File: src/rtl/arb_mux_n_pkg.sv
// +----------------------------------------------------------------------+
// | arb_mux_n_pkg                                                        |
// | Shared arbitration-mode and lock-FSM encodings for arb_mux_n.        |
// | Revision: 1.0                                                        |
// +----------------------------------------------------------------------+
`default_nettype none

package arb_mux_n_pkg;

  localparam int ARB_RR    = 0;
  localparam int ARB_FIXED = 1;

  localparam logic [0:0] ST_IDLE   = 1'b0;
  localparam logic [0:0] ST_LOCKED = 1'b1;

endpackage

`default_nettype wire

File: src/rtl/arb_mux_n_if.sv
// +----------------------------------------------------------------------+
// | arb_mux_n_if                                                         |
// | Request/response bundle for the N-channel arbitrating multiplexer.   |
// | Revision: 1.0                                                        |
// +----------------------------------------------------------------------+
`default_nettype none

interface arb_mux_n_if #(
  parameter int N_CH      = 4,
  parameter int BUS_WIDTH = 32
);

  localparam int SEL_W = $clog2(N_CH);

  logic [N_CH-1:0]           i_valid;
  logic [N_CH*BUS_WIDTH-1:0] i_data;
  logic [N_CH-1:0]           i_lock;
  logic [N_CH-1:0]           o_ready;
  logic                      o_valid;
  logic [BUS_WIDTH-1:0]      o_data;
  logic [SEL_W-1:0]          o_sel;
  logic                      i_ready;

  modport slave (
    input  i_valid, i_data, i_lock, i_ready,
    output o_ready, o_valid, o_data, o_sel
  );

  modport master (
    output i_valid, i_data, i_lock, i_ready,
    input  o_ready, o_valid, o_data, o_sel
  );

endinterface

`default_nettype wire

File: src/rtl/arb_mux_n_rr_pick.sv
// +----------------------------------------------------------------------+
// | arb_mux_n_rr_pick                                                    |
// | Rotating-priority encoder: first request at or above ptr, wrapping.  |
// | Revision: 1.0                                                        |
// +----------------------------------------------------------------------+
`default_nettype none

module arb_mux_n_rr_pick #(
  parameter  int N_CH  = 4,
  localparam int SEL_W = $clog2(N_CH)
) (
  input  logic [N_CH-1:0]  req_i,
  input  logic [SEL_W-1:0] ptr_i,
  output logic [N_CH-1:0]  gnt_o,
  output logic [SEL_W-1:0] gnt_idx_o
);

  localparam logic [SEL_W:0] C_N = (SEL_W+1)'(N_CH);

  logic [SEL_W:0]   w_sum;
  logic [SEL_W-1:0] w_idx;
  logic             w_found;

  always_comb begin
    gnt_o     = '0;
    gnt_idx_o = '0;
    w_found   = 1'b0;
    w_sum     = '0;
    w_idx     = '0;
    for (int i = 0; i < N_CH; i++) begin
      // ptr + i modulo N_CH without a divider
      w_sum = {1'b0, ptr_i} + (SEL_W+1)'(i);
      if (w_sum >= C_N) begin
        w_sum = w_sum - C_N;
      end
      w_idx = w_sum[SEL_W-1:0];
      if (!w_found && req_i[w_idx]) begin
        w_found       = 1'b1;
        gnt_o[w_idx]  = 1'b1;
        gnt_idx_o     = w_idx;
      end
    end
  end

endmodule

`default_nettype wire

File: src/rtl/arb_mux_n.sv
// +----------------------------------------------------------------------+
// | arb_mux_n                                                            |
// | Registered N-channel arbitrating mux with RR/fixed priority + lock.  |
// | Revision: 1.0                                                        |
// +----------------------------------------------------------------------+
`default_nettype none

module arb_mux_n
  import arb_mux_n_pkg::*;
#(
  parameter  int BUS_WIDTH = 32,
  parameter  int N_CH      = 4,
  parameter  int ARB_MODE  = ARB_RR,
  localparam int SEL_W     = $clog2(N_CH)
) (
  input  logic        i_clk,
  input  logic        i_rst,
  arb_mux_n_if.slave  bus
);

  localparam logic [SEL_W-1:0] C_LAST = SEL_W'(N_CH - 1);

  logic                 o_valid_q, o_valid_d;
  logic [BUS_WIDTH-1:0] o_data_q,  o_data_d;
  logic [SEL_W-1:0]     o_sel_q,   o_sel_d;
  logic [SEL_W-1:0]     ptr_q,     ptr_d;
  logic [0:0]           state_q,   state_d;
  logic [SEL_W-1:0]     lock_ch_q, lock_ch_d;

  logic                 w_load;
  logic                 w_accept;
  logic [N_CH-1:0]      w_lock_mask;
  logic [N_CH-1:0]      w_elig;
  logic [SEL_W-1:0]     w_ptr;
  logic [N_CH-1:0]      w_gnt;
  logic [SEL_W-1:0]     w_gnt_idx;
  logic [BUS_WIDTH-1:0] w_gnt_data;

  assign w_load = ~o_valid_q | bus.i_ready;

  always_comb begin
    w_lock_mask            = '0;
    w_lock_mask[lock_ch_q] = 1'b1;
  end

  // A held lock excludes every other channel even while the owner is idle
  assign w_elig = (state_q == ST_LOCKED) ? (bus.i_valid & w_lock_mask) : bus.i_valid;
  assign w_ptr  = (ARB_MODE == ARB_FIXED) ? '0 : ptr_q;

  arb_mux_n_rr_pick #(
    .N_CH (N_CH)
  ) u_pick (
    .req_i     (w_elig),
    .ptr_i     (w_ptr),
    .gnt_o     (w_gnt),
    .gnt_idx_o (w_gnt_idx)
  );

  assign w_accept    = w_load & (|w_gnt);
  assign bus.o_ready = {N_CH{w_load}} & w_gnt;

  // AND-OR mux keeps non-granted channels off the output path entirely
  always_comb begin
    w_gnt_data = '0;
    for (int k = 0; k < N_CH; k++) begin
      w_gnt_data = w_gnt_data | (bus.i_data[k*BUS_WIDTH +: BUS_WIDTH] & {BUS_WIDTH{w_gnt[k]}});
    end
  end

  always_comb begin
    o_valid_d = o_valid_q;
    o_data_d  = o_data_q;
    o_sel_d   = o_sel_q;
    ptr_d     = ptr_q;
    state_d   = state_q;
    lock_ch_d = lock_ch_q;
    if (w_accept) begin
      o_valid_d = 1'b1;
      o_data_d  = w_gnt_data;
      o_sel_d   = w_gnt_idx;
      if (ARB_MODE != ARB_FIXED) begin
        ptr_d = (w_gnt_idx == C_LAST) ? '0 : w_gnt_idx + SEL_W'(1);
      end
      case (state_q)
        ST_IDLE: begin
          if (bus.i_lock[w_gnt_idx]) begin
            state_d   = ST_LOCKED;
            lock_ch_d = w_gnt_idx;
          end
        end
        default: begin
          if (!bus.i_lock[w_gnt_idx]) begin
            state_d = ST_IDLE;
          end
        end
      endcase
    end else if (w_load) begin
      o_valid_d = 1'b0;
    end
  end

  always_ff @(posedge i_clk or posedge i_rst) begin
    if (i_rst) begin
      o_valid_q <= 1'b0;
      o_data_q  <= '0;
      o_sel_q   <= '0;
      ptr_q     <= '0;
      state_q   <= ST_IDLE;
      lock_ch_q <= '0;
    end else begin
      o_valid_q <= o_valid_d;
      o_data_q  <= o_data_d;
      o_sel_q   <= o_sel_d;
      ptr_q     <= ptr_d;
      state_q   <= state_d;
      lock_ch_q <= lock_ch_d;
    end
  end

  assign bus.o_valid = o_valid_q;
  assign bus.o_data  = o_data_q;
  assign bus.o_sel   = o_sel_q;

endmodule

`default_nettype wire

File: src/flat_wrapper.sv
// flat-port wrapper written by rule: the top's interface ports become plain ports
module arb_mux_n_flat import arb_mux_n_pkg::*;
#(
  parameter  int BUS_WIDTH = 32,
  parameter  int N_CH      = 4,
  parameter  int ARB_MODE  = ARB_RR,
  localparam int SEL_W     = $clog2(N_CH)
)
  (i_clk, i_rst, bus_i_valid, bus_i_data, bus_i_lock, bus_i_ready, bus_o_ready, bus_o_valid, bus_o_data, bus_o_sel);
  arb_mux_n_if #(.N_CH(N_CH), .BUS_WIDTH(BUS_WIDTH)) bus_i ();
  input  logic i_clk;
  input  logic i_rst;
  input wire logic [$bits(bus_i.i_valid)-1:0] bus_i_valid;
  input wire logic [$bits(bus_i.i_data)-1:0] bus_i_data;
  input wire logic [$bits(bus_i.i_lock)-1:0] bus_i_lock;
  input wire logic [$bits(bus_i.i_ready)-1:0] bus_i_ready;
  output wire logic [$bits(bus_i.o_ready)-1:0] bus_o_ready;
  output wire logic [$bits(bus_i.o_valid)-1:0] bus_o_valid;
  output wire logic [$bits(bus_i.o_data)-1:0] bus_o_data;
  output wire logic [$bits(bus_i.o_sel)-1:0] bus_o_sel;
  assign bus_i.i_valid = bus_i_valid;
  assign bus_i.i_data = bus_i_data;
  assign bus_i.i_lock = bus_i_lock;
  assign bus_i.i_ready = bus_i_ready;
  assign bus_o_ready = bus_i.o_ready;
  assign bus_o_valid = bus_i.o_valid;
  assign bus_o_data = bus_i.o_data;
  assign bus_o_sel = bus_i.o_sel;
  arb_mux_n #(.BUS_WIDTH(BUS_WIDTH), .N_CH(N_CH), .ARB_MODE(ARB_MODE)) u_core (.i_clk(i_clk), .i_rst(i_rst), .bus(bus_i));
endmodule
File: config.mk
export PLATFORM = sky130hd
export DESIGN_NAME = arb_mux_n_flat
export DESIGN_NICKNAME = d
export VERILOG_FILES = /design/src/rtl/arb_mux_n_pkg.sv /design/src/rtl/arb_mux_n_if.sv /design/src/rtl/arb_mux_n_rr_pick.sv /design/src/rtl/arb_mux_n.sv /design/src/flat_wrapper.sv
export SDC_FILE = /design/constraint.sdc
export NUM_CORES = 1
export LEC_CHECK = 0
export BUFFER_PORTS_ARGS = -buffer_cell sky130_fd_sc_hd__buf_2
export CORE_AREA = 2 2 84 86
export CTS_BUF_LIST = sky130_fd_sc_hd__clkbuf_2
export DETAILED_ROUTE_END_ITERATION = 12
export DIE_AREA = 0 0 86 88
export MAX_ROUTING_LAYER = met4
export PLACE_DENSITY = 0.84
export SKIP_LAST_GASP = 1
export SLEW_MARGIN = 20
export SYNTH_ARGS = -nofsm -noshare
export SYNTH_HDL_FRONTEND = slang
export SYNTH_SLANG_ARGS = --single-unit
File: constraint.sdc
create_clock -name i_clk -period 8.4 [get_ports i_clk]
set_clock_uncertainty 0.05 [all_clocks]
set_input_delay 0.84 -clock i_clk [delete_from_list [all_inputs] [get_ports i_clk]]
set_output_delay 0.84 -clock i_clk [all_outputs]
set_load 0.05 [all_outputs]
==> results.md, run 1 <==
Setup path:
- The worst setup path is captured at an output pin.
- In this run the worst path has a maximum fanout of 18.
- The worst endpoint data arrival time is 4.00 ns.
- The worst path required time is 7.51 ns.
- Among all stages on the critical path, the largest delay is contributed by dfrtp_1.
- Traced cell by cell, the critical path runs through mux2_4, a211oi_4, nor3b_1, o21a_1, a221o_1, buf_4, inv_1, nor2_1, buf_2.
- The type of the worst setup path is flop to output pin.
- The nature of the critical path startpoint is a flop.
- The largest single stage delay on the critical path is 0.79 ns.

Clocking:
- The clock passes through at most 2 buffers.
- TritonCTS built the clock tree.
- The post-CTS resize count is 0.
- The number of buffers created by CTS is 5.
- The tree is rooted in a clkbuf_2.
- In this run, post-CTS hold repair placed 0 buffers.
- Counting every sink on the clock net gives 40.
- The clock latency of the later-clocked register in the worst-skew pair is 0.37 ns.
- The H-tree generated during clock tree synthesis spans 2 levels.
- Clock-pin slew was measured on the worst setup and hold paths at 0.21 ns.
- The number of buffers inserted by post-CTS setup repair is 0.

Floorplanning:
- The die is 88 µm tall.
- For this configuration, the core starts out at a cell density of 0.423.
- The floorplan step set the die width to 86 µm.
- The number of placement rows is 30.
- The count of pins on the block boundary is 178.
- The total die area is 7570 µm².
- The area inside the core boundary is 6640 µm².

Cells and area:
- In the layout the commonest cells are buf_2, dfrtp_1, nand2_1.
- In the final layout, the share of cells above drive strength 1 is 0.456.
- The most frequent standard cell in the layout excluding fill and tap cells is buf_2.
- The final standard cell area without fillers is 3720 µm².
- The count of nets after finishing is 603.
- After filler insertion, the fill cell instance count of the layout stands at 613.
- The total area of sequential cells is 1000 µm².
- Compared with the post-synthesis result, the final layout area differs by 32.3%.
- The combined area of the multi-input logic cells is 1620 µm².

Synthesis:
- The adder and majority cell fraction of the synthesized area is 0.0311.
- The cell area that synthesis handed to floorplanning was 2810 µm².
- Yosys printed 0 warnings.
- The xor and xnor area share after synthesis is 0.00311.
- dfrtp_1 takes more of the synthesized area than any other cell.
- Of all flip-flops after synthesis, the portion carrying an async set or reset was 1.00.
- When the netlist entered floorplanning its net count stood at 443.
- Measured against the total synthesized area, the mux share comes to 0.0819.
- The number of enable flip-flop cells after synthesis is 0.
- Of the post-synthesis cell area, the dominant cell type holds 0.356.
- The sequential element share of the synthesized area is 0.356.
- After synthesis, the mean cell area works out to 9.47 µm².
- The distinct cell type count of the synthesized netlist is 46.
- Synthesis inferred 40 register bits.
- The largest family of logic cells by synthesized area is compound AO/OA/AOI/OAI gates.
- The post-synthesis instance total is 297.
- The compound-cell area share of the yosys netlist came to 0.327.
- By area the synthesized netlist is led by dfrtp_1, a221oi_1, a22o_1.
- The leading register cell type out of synthesis is dfrtp_1.
- Of the total synthesized cell area, the portion taken by AND, OR, NAND and NOR gates is 0.131.

Placement:
- The global placer's final weighted congestion is 0.757.
- The number of port buffers is 177.
- The placed standard-cell area is 3670 µm².
- The sum of net half-perimeters after detailed placement is 6280 µm.

Global route:
- The initial antenna violation count came to 1.
- Global routing finished with a remaining overflow of 0.
- The largest net degree at the start of global routing is 69.
- The number of global-route vias before repair is 2691.
- The wire length of the first global-routing pass is 12300 µm.
- The global-route usage over all layers is 0.211.

Timing:
- Across all hold checks on the routed design, the worst slack comes to 0.456 ns.
- The shortest period the worst path allows is 4.89 ns.
- In the finished design, the share of the clock period the worst path needs comes to 0.582.
- Measured against its own limit, the worst slew margin works out to 0.292.
- The number of max-slew violations in the final report came to 0.
- Setup repair after global routing left no endpoint under its margin.
- For this run, the top clock speed supported by timing is 0.205 GHz.
- The hold violation total from the final report is 0.
- The transition time at the pin with the least slew margin is 1.06 ns.
- The summed negative setup slack over all endpoints is 0 ns.
- Setup violations remaining at the end of the flow were counted as 0.

Drt:
- The total iterations of the first detailed-routing run is 4.
- Dividing the detail-routed via count by the number of cells gives 5.48.
- The routed length per instance is 15.2 µm.
- The detailed-route DRC error count is 0.
- The count of nets left with antenna violations once routing finished came out at 0.
- After the first detailed-routing iteration, the DRC count stood at 66.
- Detailed routing inserted a total of 2956 vias.
- The routed wire length is 8180 µm.

Flow run:
- The max-capacitance violation count is 0.

Status:
- The run finished with clean final reports.

Worst hold path:
- The path class of the tightest hold or removal check is primary input to asynchronous set/reset pin.
stage by stage:
stage | setup WS (ns) | std cells | util
after floorplan | 4.10 | 297 | -
after global placement | 3.83 | 530 | 0.553
after detailed placement | 3.64 | 530 | 0.553
after CTS | 3.48 | 538 | 0.559
after global routing | 3.17 | 539 | 0.560
final | 3.51 | 539 | 0.560
registers in the layout, summed over array words and instances (netlist names):
| register | count |
|---|---|
| u_core.bus.o_data | 32 |
| u_core.bus.o_sel | 2 |
| u_core.bus.o_valid | 1 |
| u_core.lock_ch_q | 2 |
| u_core.ptr_q | 2 |
| u_core.state_q | 1 |
cell usage after synthesis (2+ instances only):
master,instances
o211ai_2,2
nand4b_1,3
o21a_1,2
inv_1,11
clkbuf_1,8
buf_2,8
dfrtp_1,40
o21ai_0,17
buf_1,6
a221oi_1,32
and4bb_2,2
mux2i_1,10
nor3b_1,2
ha_1,7
o22ai_1,4
nand2b_1,5
o211a_1,2
a221o_1,3
o21ai_1,19
buf_6,5
a21oi_1,2
mux2_2,7
nand2_1,39
nor2_1,8
a22o_1,32
logic make-up after synthesis:
family                   count (synthesis)
adder cells (fa/ha/maj)                  7
multiplexers                            20
XOR/XNOR                                 1
AND/OR/NAND/NOR                         70
flip-flops                              40
AO/OA/AOI/OAI                          120
buffers and inverters                   39
worst max-delay path: cells and delay by family (launching register included):
family | cells | cell delay, ns
AOI/OAI and AO/OA | 3 | 1.33
and+or+nand+nor | 2 | 0.40
DFF | 1 | 0.79
buffers and inverters | 3 | 0.72
muxes | 1 | 0.37
path summary, 6_finish.rpt:
kind	start	to	slack [ns]	cells after the start
worst max register to register	u_core.ptr_q[0]	u_core.bus.o_sel[1]	3.76	9
max in group asynchronous	i_rst	u_core.ptr_q[0]	7.47	3
worst min-delay path	i_rst	u_core.bus.o_data[14]	0.46	3
worst min register to register	u_core.bus.o_data[22]	u_core.bus.o_data[22]	0.46	2
min in group i_clk	u_core.bus.o_data[22]	u_core.bus.o_data[22]	0.46	2
worst max-delay path	u_core.ptr_q[0]	bus_o_ready[0]	3.51	9
layer usage:
layer	share of wire	vias up	track usage	wire length (µm)
met4	0.011	0	0.0418	87
met1	0.40	1347	0.230	3260
met5	0	-	-	0
li1	-	1463	-	-
met2	0.51	135	0.394	4160
met3	0.083	11	0.0452	675
cell type report:
type / count / share of cell area
Clock buffer: 5 / 0.00673
Tap cell: 80 / 0.0269
Sequential cell: 40 / 0.269
Antenna cell: 1 / 0.000673
Multi-Input combinational cell: 218 / 0.434
Clock inverter: 3 / 0.00505
Inverter: 11 / 0.0111
Timing Repair Buffer: 181 / 0.246
Power of run 1 is not shown: default switching activity piles up to over one toggle a cycle in this logic, so the estimate is an artifact.
==> run 2: changes to the inputs <==
CORE_AREA = 2 2 87 89   (was 2 2 84 86)
DIE_AREA = 0 0 89 91   (was 0 0 86 88)
PLACE_DENSITY = 0.82   (was 0.84)
clock period = 4.2 ns   (was 8.4 ns; I/O delays follow)
==> run 2 against run 1 <==
- count of clock-buffer cells in the layout stayed put
- critical path depth stayed put
- global-route usage is 0.87 points lower
- largest cell class unchanged
- routed wire length is 2.2% higher
- setup slack worse by 3.3 ns
- cell area is 2.7% higher
- hold slack worse by 0.38 ns
- sequential share of layout area is 0.66 points lower
- sequential cell count stayed put
- utilization is 2.5 points lower
==> results.md, run 2 (synthesis gave the netlist of run 1 again) <==
Cells and area:
- The count of nets after finishing came to 608 (+0.83%).
- In the layout the commonest cells are buf_2, nand2_1, dfrtp_1.
- The area growth from synthesis to layout is 35.8%.
- Leaving out fill and tap cells, the most frequent cell in the layout is buf_2.
- The final standard cell area without fillers is 3820 µm² (+2.7%).
- The filler cell count in the final layout is 728 (+19%).
- The number of flip-flops under the largest register name is 32 (unchanged).
- The fraction of layout instances using a drive strength above 1 came to 0.464 (+0.00803).
- The antenna diode count is 0 (-1).

Global route:
- The global-route usage over all layers came to 0.202 (-0.00874).
- The largest net degree at the start of global routing is 41 (-41%).
- The number of global-route vias before repair is 2904 (+7.9%).
- The initial antenna violation count is 0 (-1).
- The wire length of the first global-routing pass is 12800 µm (+4.2%).
- The total congestion overflow is 0 (unchanged).

Clocking:
- TritonCTS built the clock tree.
- The clock latency of the later-clocked register in the worst-skew pair was 0.40 ns (+0.03 ns).
- The clock net sink count is 40 (unchanged).
- The clock-pin slew on the worst setup and hold paths came to 0.23 ns (+0.02 ns).
- The clock root buffer is clkbuf_2.
- The number of buffers created by CTS is 5 (unchanged).
- The maximum root-to-sink buffer count was 2 (unchanged).
- The H-tree depth is 2 (unchanged).

Setup path:
- The endpoint kind of the worst setup timing path is an output pin.
- Walking the worst path, the cells encountered are or4b_1, o211ai_2, or3b_2, a21oi_2, a221o_1, buf_4, inv_1, nor2_1, buf_2.
- The worst path required time is 3.73 ns (-3.78 ns).
- The largest fanout on the critical path came to 33 (+15).
- The minimum setup slack among reg-to-reg paths is 0.71 ns (-3.05 ns).
- The longest individual stage delay on the worst path was 0.59 ns (-0.20 ns).
- The worst endpoint data arrival time is 3.50 ns (-0.50 ns).
- The standard cell with the maximum stage delay on the critical path is dfrtp_2.
- The logic depth of the worst register-to-register path came to 9 (unchanged).
- The endpoint identified for the worst register-to-register timing path is u_core.bus.o_data[22].
- The source of the worst register-to-register timing path is u_core.ptr_q[0].
- The type of the worst setup path is flop to output pin.
- The nature of the critical path startpoint is a flop.

Flow run:
- The max-capacitance violation count is 0 (unchanged).

Worst hold path:
- The worst hold path belongs to the class primary input to asynchronous set/reset pin.

Placement:
- The worst setup slack before clock tree synthesis is 0.548 ns (-3.09 ns).
- The global placer's final weighted congestion is 1.01 (+33%).
- The placed standard-cell area is 3720 µm² (+1.4%).
- The sum of net half-perimeters after detailed placement is 6450 µm (+2.7%).
- The number of port buffers was 177 (unchanged).

Floorplanning:
- The count of pins on the block boundary is 178 (unchanged).
- The die boundary height is 91 µm (+3.4%).
- The initial core utilization is 0.394 (-0.0292).
- The total die area is 8100 µm² (+7.0%).
- The area inside the core boundary came to 7140 µm² (+7.4%).
- The x dimension of the die is 89 µm (+3.5%).
- The number of placement rows is 31 (+3.3%).

Timing:
- The worst setup slack after layout was 0.232 ns (-3.28 ns).
- Setup repair after global routing left no endpoint under its margin.
- The final worst-path cycle share is 0.945.
- The normalized max-slew margin is 0.463 (+0.171).
- The final-report setup violation count was 0 (unchanged).
- The shortest period the worst path allows is 3.97 ns.
- The number of max-slew violations in the final report is 0 (unchanged).
- The summed negative setup slack over all endpoints is 0 ns (unchanged).
- The transition time at the pin with the least slew margin is 0.804 ns (-0.258 ns).
- The hold violation total from the final report came to 0 (unchanged).
- Timing would allow up to 0.252 GHz.

Drt:
- The count of antenna-violating nets left after detailed routing is 0 (unchanged).
- The total iterations of the first detailed-routing run was 4 (unchanged).
- The routed length per instance is 14.9 µm (-2.0%).
- The via count normalized by instance count is 5.30 (-3.3%).
- The count of vias placed by the detailed router is 2979 (+0.78%).
- The detailed-route DRC error count was 0 (unchanged).
- The routed wire length is 8360 µm (+2.2%).
- The number of design-rule violations left by the first detailed-router iteration was 110 (+67%).

Status:
- The flow ran to the end, and the final reports show no timing, DRC or antenna violations.
run 2: worst max-delay path by stage:
stage / from / to
CTS: u_core.ptr_q[0] / bus_o_ready[0]
floorplan: u_core.ptr_q[0] / bus_o_ready[2]
detailed placement: u_core.ptr_q[0] / bus_o_ready[0]
finish: u_core.ptr_q[0] / bus_o_ready[0]
global placement: u_core.ptr_q[0] / bus_o_ready[2]
global route: u_core.ptr_q[0] / bus_o_ready[0]
run 2: metal layers:
layer,global-route usage,up-vias,routed length (µm)
li1,-,1467,-
met2,0.366,128,4280
met5,-,-,0
met3,0.0373,7,632
met1,0.232,1377,3380
met4,0.0348,0,61
run 2: what timing repair did:
item                       4_1_cts  5_1_grt
resized for setup                0        2
setup endpoints to repair        0        3
hold buffers                     0        0
setup buffers                    0        3
run 2: worst max-delay path, delay by kind of cell, from the launching register on:
kind	cells	cell delay [ns]
compound gates	3	0.63
simple gates	3	1.14
buf+inv	3	0.71
flops	1	0.59
run 2: layout make-up:
class                      instances  area [µm²]  area share
inverter                          11        41.3      0.0108
clock inverter                     3        42.5      0.0111
tap                               99         124      0.0324
multi-input combinational        218        1610       0.423
sequential                        40        1000       0.262
timing repair buffer             186         970       0.254
clock buffer                       5        25.0     0.00655
run 2: per-stage QoR:
| step | hold slack (ns) | utilization | instances |
|---|---|---|---|
| 6_report | 0.0782 | 0.535 | 562 |
| 5_1_grt | 0.114 | 0.535 | 562 |
| 4_1_cts | 0.0954 | 0.531 | 559 |
| 3_5_place_dp | 0.420 | 0.522 | 551 |
| 3_3_place_gp | 0.410 | 0.522 | 551 |
| 2_1_floorplan | 0.522 | - | 297 |
Power of run 2 is left out for the same reason.
==> run 3: changes to the inputs <==
clock period = 3.4 ns   (was 4.2 ns; I/O delays follow)
==> run 3 against run 2 <==
- register-to-register slack worse by 0.56 ns
- critical path depth up 1
- first-iteration DRC count up 3.6%
- routed wire length up 3.8%
- hold slack worse by 0.044 ns
- count of clock-buffer cells in the layout up 1
- sequential share of layout area down 1.2 points
- utilization up 2.8 points
- global-route usage up 0.95 points
==> results.md, run 3 (synthesis gave the netlist of run 1 again) <==
Drt:
- The number of design-rule violations left by the first detailed-router iteration is 114 (+3.6%).
- The count of antenna-violating nets left after detailed routing is 0 (unchanged).
- The detailed-route DRC error count is 0 (unchanged).
- The count of vias placed by the detailed router is 3099 (+4.0%).
- The total iterations of the first detailed-routing run was 4 (unchanged).
- The via count normalized by instance count is 5.34 (+0.80%).
- The routed wire length is 8670 µm (+3.8%).
- The routed length per instance came to 14.9 µm (+0.54%).

Global route:
- The global-route usage over all layers is 0.212 (+0.00949).
- The global routing usage on met1 is 0.246 (+0.0146).
- The routing usage on met3 is 0.0327 (-0.00455).
- The global routing stage identified its most utilized layer as met2.
- The initial antenna violation count is 0 (unchanged).
- The number of global-route vias before repair is 2929 (+0.86%).
- The total congestion overflow is 0 (unchanged).
- The fraction of met2 tracks used by global routing is 0.379 (+0.0124).
- The wire length of the first global-routing pass is 13400 µm (+4.5%).
- The largest net degree at the start of global routing came to 41 (unchanged).

Setup path:
- The type of the worst setup path is flop to output pin.
- The worst setup path is launched from a flop.
- The endpoint kind of the worst setup timing path is an output pin.
- The largest fanout on the critical path was 8 (-76%).
- The worst endpoint data arrival time is 2.91 ns (-0.59 ns).
- The worst path required time was 3.01 ns (-0.72 ns).

Placement:
- The sum of net half-perimeters after detailed placement is 6670 µm (+3.3%).
- The number of port buffers is 177 (unchanged).
- The placed cell count is 565 (+2.5%).
- The worst setup slack before clock tree synthesis came to 0.0996 ns (-0.448 ns).
- The global placer's final weighted congestion is 0.866 (-14%).

Timing:
- The number of max-slew violations in the final report is 0 (unchanged).
- The summed negative setup slack over all endpoints is 0 ns (unchanged).
- The final-report setup violation count is 0 (unchanged).
- The worst setup slack after layout is 0.0968 ns (-0.135 ns).
- The hold violation total from the final report is 0 (unchanged).
- The transition time at the pin with the least slew margin came to 0.846 ns (+0.0420 ns).
- The normalized max-slew margin is 0.435 (-0.0281).
- Derived from the worst setup path, the maximum achievable clock frequency is 0.303 GHz.
- The final worst-path cycle share is 0.972.
- The shortest period the worst path allows is 3.30 ns.

Floorplanning:
- The area inside the core boundary is 7140 µm² (unchanged).
- The total die area is 8100 µm² (unchanged).
- The die boundary height came to 91 µm (unchanged).
- The count of pins on the block boundary is 178 (unchanged).
- The initial core utilization is 0.394 (unchanged).
- The x dimension of the die is 89 µm (unchanged).
- The number of placement rows is 31 (unchanged).

Clocking:
- The H-tree depth is 2 (unchanged).
- The clock latency of the later-clocked register in the worst-skew pair came to 0.39 ns (about the same).
- The clock net sink count is 40 (unchanged).
- The clock-pin slew on the worst setup and hold paths came to 0.21 ns (-0.02 ns).
- The clock root buffer is clkbuf_2.
- The number of buffers created by CTS is 5 (unchanged).
- The maximum root-to-sink buffer count is 2 (unchanged).
- The CTS tree is done.

Status:
- The run finished with clean final reports.

Cells and area:
- The most frequent standard cell in the layout excluding fill and tap cells is buf_2.
- The antenna diode count is 0 (unchanged).
- The filler cell count in the final layout was 696 (-4.4%).
- Relative to the synthesized area, the layout overhead comes to 42.8%.
- The fraction of layout instances using a drive strength above 1 is 0.505 (+0.0408).
- The filler-free cell count of the finished design is 580 (+3.2%).
- The number of flip-flops under the largest register name is 32 (unchanged).
- The top cell types in the final layout, fill and taps aside, are buf_2, nand2_1, dfrtp_1.
- The count of nets after finishing is 626 (+3.0%).
- The total area of sequential cells is 1000 µm² (+0.25%).
- The combined area of the multi-input logic cells is 1660 µm² (+3.1%).

Worst hold path:
- The worst min-delay path category is primary input to asynchronous set/reset pin.

Flow run:
- The max-capacitance violation count is 0 (unchanged).
## run 3: changes by cell type in the layout (fill, tap and decap cells not counted), sizes merged
| cell | previous run | this run |
|---|---|---|
| buf | 186 | 203 |
| clkinv | 2 | 1 |
| clkbuf | 5 | 7 |
## run 3: layout make-up
cell class | instances | share of cell area
multi-input combinational | 218 | 0.414
timing repair buffer | 204 | 0.278
sequential | 40 | 0.250
tap | 99 | 0.0308
inverter | 11 | 0.0103
clock inverter | 2 | 0.00872
clock buffer | 6 | 0.00748
## run 3: per-layer routing
layer / routed length, µm / vias up
met1: 3570 / 1453
met3: 538 / 12
met4: 121 / 0
met5: 0 / -
li1: - / 1505
met2: 4440 / 129
## run 3: repair_timing
item	CTS	global route
pin swaps	3	1
hold buffers	0	0
gates resized for setup	3	12
setup endpoints to repair	4	25
buffers inserted	5	2
## run 3: final timing paths
path | end | slack (ns) | from | cells after the start
max in group asynchronous | u_core.ptr_q[0] | 2.69 | i_rst | 2
max reg2reg | u_core.bus.o_data[14] | 0.15 | u_core.ptr_q[0] | 11
max | bus_o_ready[0] | 0.1 | u_core.ptr_q[0] | 10
min | u_core.bus.o_data[30] | 0.03 | i_rst | 2
min reg2reg | u_core.bus.o_data[24] | 0.45 | u_core.bus.o_data[24] | 2
min in group i_clk | u_core.bus.o_data[7] | 0.17 | bus_i_data[103] | 3
## run 3: metrics by stage
step,hold slack (ns),cell area (µm²),utilization
2_1_floorplan,0.481,2820,-
3_3_place_gp,0.410,3840,0.538
3_5_place_dp,0.415,3840,0.538
4_1_cts,0.0574,3950,0.553
5_1_grt,0.0761,4020,0.563
6_report,0.0346,4020,0.563
## run 3: worst max-delay path: stages, from the launching register on
cell and delay (ns):
dfrtp_2 0.51, buf_4 0.17, or4bb_4 0.55, o211ai_4 0.13, mux2i_4 0.14, mux2_2 0.29
a221o_1 0.29, buf_4 0.18, inv_1 0.06, nor2_2 0.04, buf_6 0.17
Power of run 3 is left out for the same reason.
